File: config.mk
export PLATFORM = sky130hd
export DESIGN_NAME = register_bus_reader
export DESIGN_NICKNAME = d
export VERILOG_FILES = /design/src/rtl/register_bus_reader.sv
export SDC_FILE = /design/constraint.sdc
export NUM_CORES = 1
export LEC_CHECK = 0
export CAP_MARGIN = 20
export CORE_MARGIN = 5
export CORE_UTILIZATION = 60
export DETAILED_ROUTE_END_ITERATION = 6
export DONT_BUFFER_PORTS = 1
export PLACE_DENSITY_LB_ADDON = 0.08
export SLEW_MARGIN = 5
export SYNTH_ARGS = -nofsm -noshare
export SYNTH_HDL_FRONTEND = slang
export SYNTH_SLANG_ARGS = --single-unit
File: constraint.sdc
create_clock -name Clock -period 4.87 [get_ports Clock]
set_clock_uncertainty 0.1 [all_clocks]
set_input_delay 0.2435 -clock Clock [delete_from_list [all_inputs] [get_ports Clock]]
set_output_delay 0.2435 -clock Clock [all_outputs]
set_load 0.01 [all_outputs]
File: src/rtl/register_bus_reader.sv
// Read controller for a shared tristate register bus: selects one register, waits the settle
// time, captures the bus and returns it over valid/ready. Option: REGISTER_BUS_READER_AUTOSCAN_EN.
module register_bus_reader #(
  parameter int unsigned NrOfBits     = 8,
  parameter int unsigned NrOfRegs     = 4,
  parameter int unsigned AddrBits     = 2,
  parameter int unsigned SettleCycles = 1
) (
  input  logic                Clock,
  input  logic                Reset,
  input  logic                ClockEnable,
  input  logic                Tick,
  input  logic                ReqValid,
  input  logic [AddrBits-1:0] ReqAddr,
  output logic                ReqReady,
  input  logic [NrOfBits-1:0] BusIn,
  output logic [NrOfRegs-1:0] cs,
  output logic                RspValid,
  output logic [NrOfBits-1:0] RspData,
  output logic                RspErr,
  input  logic                RspReady,
`ifdef REGISTER_BUS_READER_AUTOSCAN_EN
  input  logic                ScanEnable,
`endif
  output logic                Busy
);

  localparam logic [3:0] SettleInit = 4'(SettleCycles);

  typedef enum logic [1:0] {StIdle, StSelect, StRespond} state_e;

  state_e                state_q, state_d;
  logic [AddrBits-1:0]   addr_q, addr_d;
  logic [3:0]            cnt_q, cnt_d;
  logic [NrOfRegs-1:0]   cs_q, cs_d;
  logic                  rsp_valid_q, rsp_valid_d;
  logic [NrOfBits-1:0]   rsp_data_q, rsp_data_d;
  logic                  rsp_err_q, rsp_err_d;

  logic                  en;
  logic                  issue_valid;
  logic [AddrBits-1:0]   issue_addr;
  logic [NrOfRegs-1:0]   issue_cs;
  logic                  addr_oor;

  // Active-low one-hot select; an index with no register decodes to all ones.
  function automatic logic [NrOfRegs-1:0] cs_decode(input logic [AddrBits-1:0] a);
    cs_decode = '1;
    for (int unsigned i = 0; i < NrOfRegs; i++) begin
      if (a == AddrBits'(i)) cs_decode[i] = 1'b0;
    end
  endfunction

  assign en       = ClockEnable & Tick;
  assign issue_cs = cs_decode(issue_addr);
  assign addr_oor = &cs_decode(addr_q);

`ifdef REGISTER_BUS_READER_AUTOSCAN_EN
  logic [AddrBits-1:0] scan_ptr_q, scan_ptr_d;
  logic                scan_q, scan_d;
  logic                issue_scan;

  // External requests win over the scanner in the same cycle.
  assign issue_scan  = ~ReqValid & ScanEnable;
  assign issue_valid = ReqValid | ScanEnable;
  assign issue_addr  = ReqValid ? ReqAddr : scan_ptr_q;
`else
  assign issue_valid = ReqValid;
  assign issue_addr  = ReqAddr;
`endif

  always_comb begin
    state_d     = state_q;
    addr_d      = addr_q;
    cnt_d       = cnt_q;
    cs_d        = cs_q;
    rsp_valid_d = rsp_valid_q;
    rsp_data_d  = rsp_data_q;
    rsp_err_d   = rsp_err_q;
`ifdef REGISTER_BUS_READER_AUTOSCAN_EN
    scan_ptr_d  = scan_ptr_q;
    scan_d      = scan_q;
`endif
    unique case (state_q)
      StIdle: begin
        if (en && issue_valid) begin
          addr_d  = issue_addr;
          cnt_d   = SettleInit;
          cs_d    = issue_cs;
          state_d = StSelect;
`ifdef REGISTER_BUS_READER_AUTOSCAN_EN
          scan_d  = issue_scan;
`endif
        end
      end
      StSelect: begin
        if (en) begin
          if (cnt_q > 4'd1) begin
            cnt_d = cnt_q - 4'd1;
          end else begin
            rsp_data_d  = addr_oor ? '1 : BusIn;
            rsp_err_d   = addr_oor;
            rsp_valid_d = 1'b1;
            cs_d        = '1;
            state_d     = StRespond;
          end
        end
      end
      StRespond: begin
        if (en && RspReady) begin
          rsp_valid_d = 1'b0;
          rsp_err_d   = 1'b0;
          state_d     = StIdle;
`ifdef REGISTER_BUS_READER_AUTOSCAN_EN
          if (scan_q) begin
            scan_ptr_d = (scan_ptr_q == AddrBits'(NrOfRegs - 1)) ? '0 : scan_ptr_q + 1'b1;
          end
          scan_d = 1'b0;
`endif
        end
      end
      default: state_d = StIdle;
    endcase
  end

  always_ff @(posedge Clock or posedge Reset) begin
    if (Reset) begin
      state_q     <= StIdle;
      addr_q      <= '0;
      cnt_q       <= '0;
      cs_q        <= '1;
      rsp_valid_q <= 1'b0;
      rsp_data_q  <= '0;
      rsp_err_q   <= 1'b0;
    end else begin
      state_q     <= state_d;
      addr_q      <= addr_d;
      cnt_q       <= cnt_d;
      cs_q        <= cs_d;
      rsp_valid_q <= rsp_valid_d;
      rsp_data_q  <= rsp_data_d;
      rsp_err_q   <= rsp_err_d;
    end
  end

`ifdef REGISTER_BUS_READER_AUTOSCAN_EN
  always_ff @(posedge Clock or posedge Reset) begin
    if (Reset) begin
      scan_ptr_q <= '0;
      scan_q     <= 1'b0;
    end else begin
      scan_ptr_q <= scan_ptr_d;
      scan_q     <= scan_d;
    end
  end
`endif

  assign cs       = cs_q;
  assign RspValid = rsp_valid_q;
  assign RspData  = rsp_data_q;
  assign RspErr   = rsp_err_q;
  assign ReqReady = (state_q == StIdle);
  assign Busy     = (state_q != StIdle);

endmodule

; Yosys cells after proc, flatten, opt, wreduce, memory -nomap -nowiden
; Index checks and enable logic that the tools add are counted.
; Widths: inputs -> output; s select.
[word_totals]
register_bits = 22
latchBits = 0
ramBits = 0
rom_bits = 0
inputBits = 16
output_inout_bits = 16
elab_cells = 68
mem_count = 0
[op_classes]
addsub = 1
multipliers = 0
n_div = 0
magnitude_cmp = 1
eq_ne = 13
shift = 0
n_mux = 29
bitwise_logic = 2
reduce_logical = 15
[ops]
columns = cell, count
row1 = $mux 4, 6
row2 = $reduce_and 4->1, 5
row3 = $pmux 4 s2, 2
row4 = $mux 1, 13
row5 = $eq 2x2->1 const B, 5
row6 = $mux 2, 4
row7 = $mux 8, 1
row8 = $ne 2x2->1 const B, 4
row9 = $eq 2x1->1 const B, 3
row10 = $logic_not 2->1, 3
row11 = $pmux 2 s3, 1
row12 = $reduce_bool 2->1, 3
row13 = $gt 4x1->1 const B, 1
row14 = $pmux 1 s2, 2
row15 = $sub 4x1->4 const B, 1
row16 = $reduce_and 3->1, 1
row17 = $logic_and 1x1->1, 2
row18 = $ne 2x1->1 const B, 1
row19 = $reduce_and 2->1, 1
row20 = $and 1x1->1, 1
row21 = $not 1->1, 1

; Depth between registers and ports, before layout
[logic_depth]
depth_word = 6
ltp_mapped = 7
ltp_nobuf = 6

; Worst setup path after synthesis
; OpenSTA, ideal clock, no wires.
[synth_timing]
kind = reg-to-reg
startpoint = register cnt_q[0]
endpoint = register rsp_data_q[0] (netlist: RspData[0])
setup_time_ps = 125
arrival_ps = 1492
required_ps = 4645
setup_slack_ps = 3153
path_stages_with_launch = 8
path_buffers = 1
synth_period_minus_slack_ps = 1717
cell_sequence = dfrtp_1 -> inv_1 -> ha_1 -> nor2_1 -> nor4_4 -> and2_4 -> buf_12 -> mux2_4
[synth_between]
elab_chain_cells = 3
[synth_lines]
columns = item, line
row1 = start: declaration, 34  ; logic [3:0] cnt_q, cnt_d;
row2 = start signal: assignment, 138  ; cnt_q <= cnt_d;
row3 = $gt 4x1->1, 98  ; if (cnt_q > 4'd1) begin
row4 = $not 1->1 (no line), -
row5 = $reduce_and 3->1 (no line), -
row6 = end signal: assignment, 141  ; rsp_data_q <= rsp_data_d;
row7 = end: declaration, 37  ; logic [NrOfBits-1:0] rsp_data_q, rsp_data_d;
; Every way passes these cells.
; A chain may end at the register's enable or synchronous reset.

; Worst setup path after layout
[layout_timing]
startpoint = register cnt_q[1]
endpoint = register cs_q[3] (netlist: cs[3])
[layout_between]
elab_chain_cells = 3
[layout_lines]
columns = item, line
row1 = $gt 4x1->1, 98
row2 = $ne 2x2->1 (no line), -
row3 = $reduce_and 4->1 (no line), -
row4 = end signal: assignment, 139  ; cs_q <= cs_d;
row5 = end: declaration, 35  ; logic [NrOfRegs-1:0] cs_q, cs_d;
; Every way passes these cells.

==> results.sh <==
export IMPL_timing_hold_violations_final=0
export IMPL_routed_wire_length_per_instance_um=19.9
export IMPL_criticalPathCategory="flip-flop to flip-flop"
export IMPL_peak_supply_drop_v=0.000406
export IMPL_critPathTopFamily="compound AO/OA/AOI/OAI gates"
export IMPL_synthesis_instances=80
export IMPL_hold_end="state_q[1]$_DFFE_PP0P_"
export IMPL_cts_max_level=1
export IMPL_post_synth_fa_ha_maj_area_fraction_pct=2.51
export IMPL_ctsRootBufferMaster="clkbuf_4"
export IMPL_synthesis_area_um2=996
export IMPL_clock_sink_total=20
export IMPL_period_share_pct=48.9
export IMPL_post_cts_repair_setup_buffers=0
export IMPL_synth_ff_latch_count=20
export IMPL_ys_warnings_count=0
export IMPL_total_count_of_max_transition_violations_in_the_final_report=0
export IMPL_largest_family_of_logic_cells_by_synthesized_area="multiplexers"
export IMPL_synthesis_nets=98
export IMPL_crit_reg2reg_capture="cs[3]$_DFFE_PP1P_"
export IMPL_worst_setup_hold_path_clk_slew_ns=0.13
export IMPL_final_layout_size_suffix_gt1_share_pct=24.5
export IMPL_timing_reg2reg_worst_path_depth=7
export IMPL_worst_slew_margin_rel_pct=51.2
export IMPL_remaining_drc_errors=0
export IMPL_synth_sequential_area_ratio_pct=50.8
export IMPL_rsz0062_at_grt="false"
export IMPL_worst_path_max_fanout=8
export IMPL_maxCapViolCount=0
export IMPL_deepest_clock_path_buffer_count=2
export IMPL_cp_startpoint_kind="flip-flop"
export IMPL_synth_cell_type_count=29
export IMPL_power_per_cell_area_nw_per_um2=651
export IMPL_post_synth_mux_area_share_pct=15.1
export IMPL_wire_length_of_the_first_global_routing_pass_um=3480
export IMPL_via_per_inst=6.10
export IMPL_design_core_area_um2=1540
export IMPL_cp_bufs_invs=2
export IMPL_n_antenna_cell=0
export IMPL_hold_path_startpoint="RspReady"
export IMPL_detail_route_antenna_nets=0
export IMPL_arrival_ns=2.53
export IMPL_fin_nets=113
export IMPL_num_rows=14
export IMPL_synth_avg_cell_area_um2=12.4
export IMPL_place_port_buffers=0
export IMPL_worst_path_largest_cell_delay_ns=0.59
export IMPL_rr_startpoint="cnt_q[1]$_DFFE_PP0P_"
export IMPL_track_usage_pct=18.1
export IMPL_cp_required_ns=5.02
export IMPL_initial_core_utilization_pct=64.6
export IMPL_tightest_slew_ns=0.731
export IMPL_die_width_um=50.7
export IMPL_outcome="finished, final reports clean"
export IMPL_power_static_leakage_nw=0.523
export IMPL_gr_total_overflow=0
export IMPL_area_growth_pct=16.8
export IMPL_io_pins=32
export IMPL_detailedRoute_firstIterationViolations=11
export IMPL_first_pass_iters=4
export IMPL_globalplace_congestion=0.854
export IMPL_cts_tree="done"
export IMPL_die_area_um2=2570
export IMPL_synth_xor_area_share_pct=0
export IMPL_synth_compound_area_share_pct=12.1
export IMPL_via_count_of_the_first_global_routing_pass=702
export IMPL_grt_antenna_before_repair=0
export IMPL_crit_path_end_kind="flip-flop"
export IMPL_hold_path_class="input port to flip-flop"
export IMPL_final_setup_tns_ns=0
export IMPL_die_h_um=50.7
export IMPL_slowest_cell_on_crit_path="dlygate4sd3_1"
export IMPL_setup_violations=0
export IMPL_synthSimpleGateAreaFrac_pct=14.8
export IMPL_layout_cells_most_common_list="dfrtp_1 (16), dlygate4sd3_1 (12), mux2_4 (8), inv_1 (6)"
export IMPL_place_hpwl_um=1400
export IMPL_mostFrequentLayoutCell="dfrtp_1"
export IMPL_min_delay_path_depth=2
export IMPL_maximum_number_of_pins_on_one_net_before_global_route_repair=21
export IMPL_cp_cell_sequence="inv_1 > ha_1 > nor2_1 > o31ai_2 > a21oi_1 > a41oi_1 > dlygate4sd3_1"
export IMPL_cts_inserted_buffers=3
export IMPL_insertion_delay_ns=0.32
export IMPL_regToRegSetupSlack_ns=2.49
export IMPL_postRouteWirelength_um=2190
export IMPL_total_power_mw=0.757
export IMPL_route_vias_total=671
export IMPL_f_max_ghz=0.420
export IMPL_fin_crit_ns=2.38
export IMPL_cp_num_cells=7
per-stage QoR:
| step | instance area [um2] | cells | util, % | worst slack, ns | hold slack (ns) |
|---|---|---|---|---|---|
| final | 1160 | 110 | 75.5 | 2.49 | 0.0419 |
| after global routing | 1160 | 110 | 75.5 | 2.40 | 0.0224 |
| after CTS | 1160 | 110 | 75.5 | 2.59 | 0.0478 |
| after detailed placement | 991 | 94 | 64.3 | 3.07 | 0.195 |
| after global placement | 991 | 94 | 64.3 | 3.12 | 0.181 |
| after floorplan | 996 | 80 | - | 3.15 | 0.104 |
kinds of logic (layout without fill, tap and decap cells):
logic type / Yosys count / count (layout)
simple gates: 22 / 22
flops: 20 / 20
compound gates: 17 / 17
mux: 11 / 11
buf+inv: 8 / 22
fa+ha+maj: 2 / 2
how the worst max path moves through the flow:
stage | startpoint | end | slack (ns)
after global placement | cnt_q[0]$_DFFE_PP0P_ | RspData[2]$_DFFE_PP0P_ | 3.12
after CTS | cnt_q[1]$_DFFE_PP0P_ | cs[3]$_DFFE_PP1P_ | 2.59
final | cnt_q[1]$_DFFE_PP0P_ | cs[3]$_DFFE_PP1P_ | 2.49
after detailed placement | cnt_q[1]$_DFFE_PP0P_ | RspData[2]$_DFFE_PP0P_ | 3.07
after global routing | state_q[0]$_DFFE_PP0P_ | cs[3]$_DFFE_PP1P_ | 2.40
after floorplan | cnt_q[0]$_DFFE_PP0P_ | RspData[0]$_DFFE_PP0P_ | 3.15
cell type report:
type / instances / area [um2]
Sequential cell: 20 / 505
Multi-Input combinational cell: 52 / 443
Fill cell: 92 / 378
Timing Repair Buffer: 12 / 120
Clock inverter: 1 / 30.0
Clock buffer: 3 / 22.5
Inverter: 6 / 22.5
Tap cell: 16 / 20.0
what timing repair did:
item,CTS,global route
resized for setup,0,0
setup endpoints to repair,0,0
hold endpoints to repair,26,0
hold buffers,12,0
cells in the mapped netlist (all sizes together):
cell type | n | area share [%]
buf | 2 | 2.5
dfrtp | 16 | 40
o31ai | 1 | 1.3
mux2 | 8 | 12
o211ai | 2 | 1.5
nor4 | 1 | 2.1
dfstp | 4 | 11
a21boi | 1 | 0.75
ha | 2 | 2.5
nand3b | 2 | 1.5
a21o | 1 | 0.75
o21ai | 2 | 1.0
nand2 | 3 | 1.1
and2 | 2 | 1.5
and2b | 1 | 0.88
a41oi | 2 | 1.8
a31o | 2 | 1.8
mux2i | 3 | 3.0
nand3 | 1 | 0.50
a31oi | 2 | 1.3
a21oi | 4 | 2.0
nand2b | 5 | 3.9
nor3 | 3 | 1.5
inv | 6 | 2.3
nand4 | 1 | 0.63
nor2 | 3 | 1.1
state kept, by name, indices dropped and copies added (netlist names):
| signal | flops |
|---|---|
| RspValid | 1 |
| RspErr | 1 |
| cs | 4 |
| cnt_q | 4 |
| state_q | 2 |
| RspData | 8 |
per-layer routing:
layer / up-vias / global-route usage (%) / wire length (um)
li1: 310 / - / -
met1: 322 / 24.6 / 892
met2: 34 / 26.7 / 1050
met3: 5 / 4.73 / 197
met4: 0 / 8.94 / 44
met5: - / 0 / 0
power breakdown:
group          internal (mW)  switching, mW  total [mW]
Sequential             0.249         0.0949       0.344
Combinational          0.140          0.134       0.274
Clock                 0.0833         0.0564       0.140
Total                  0.472          0.285       0.757
No activity file was read; power rests on OpenSTA's default activity.
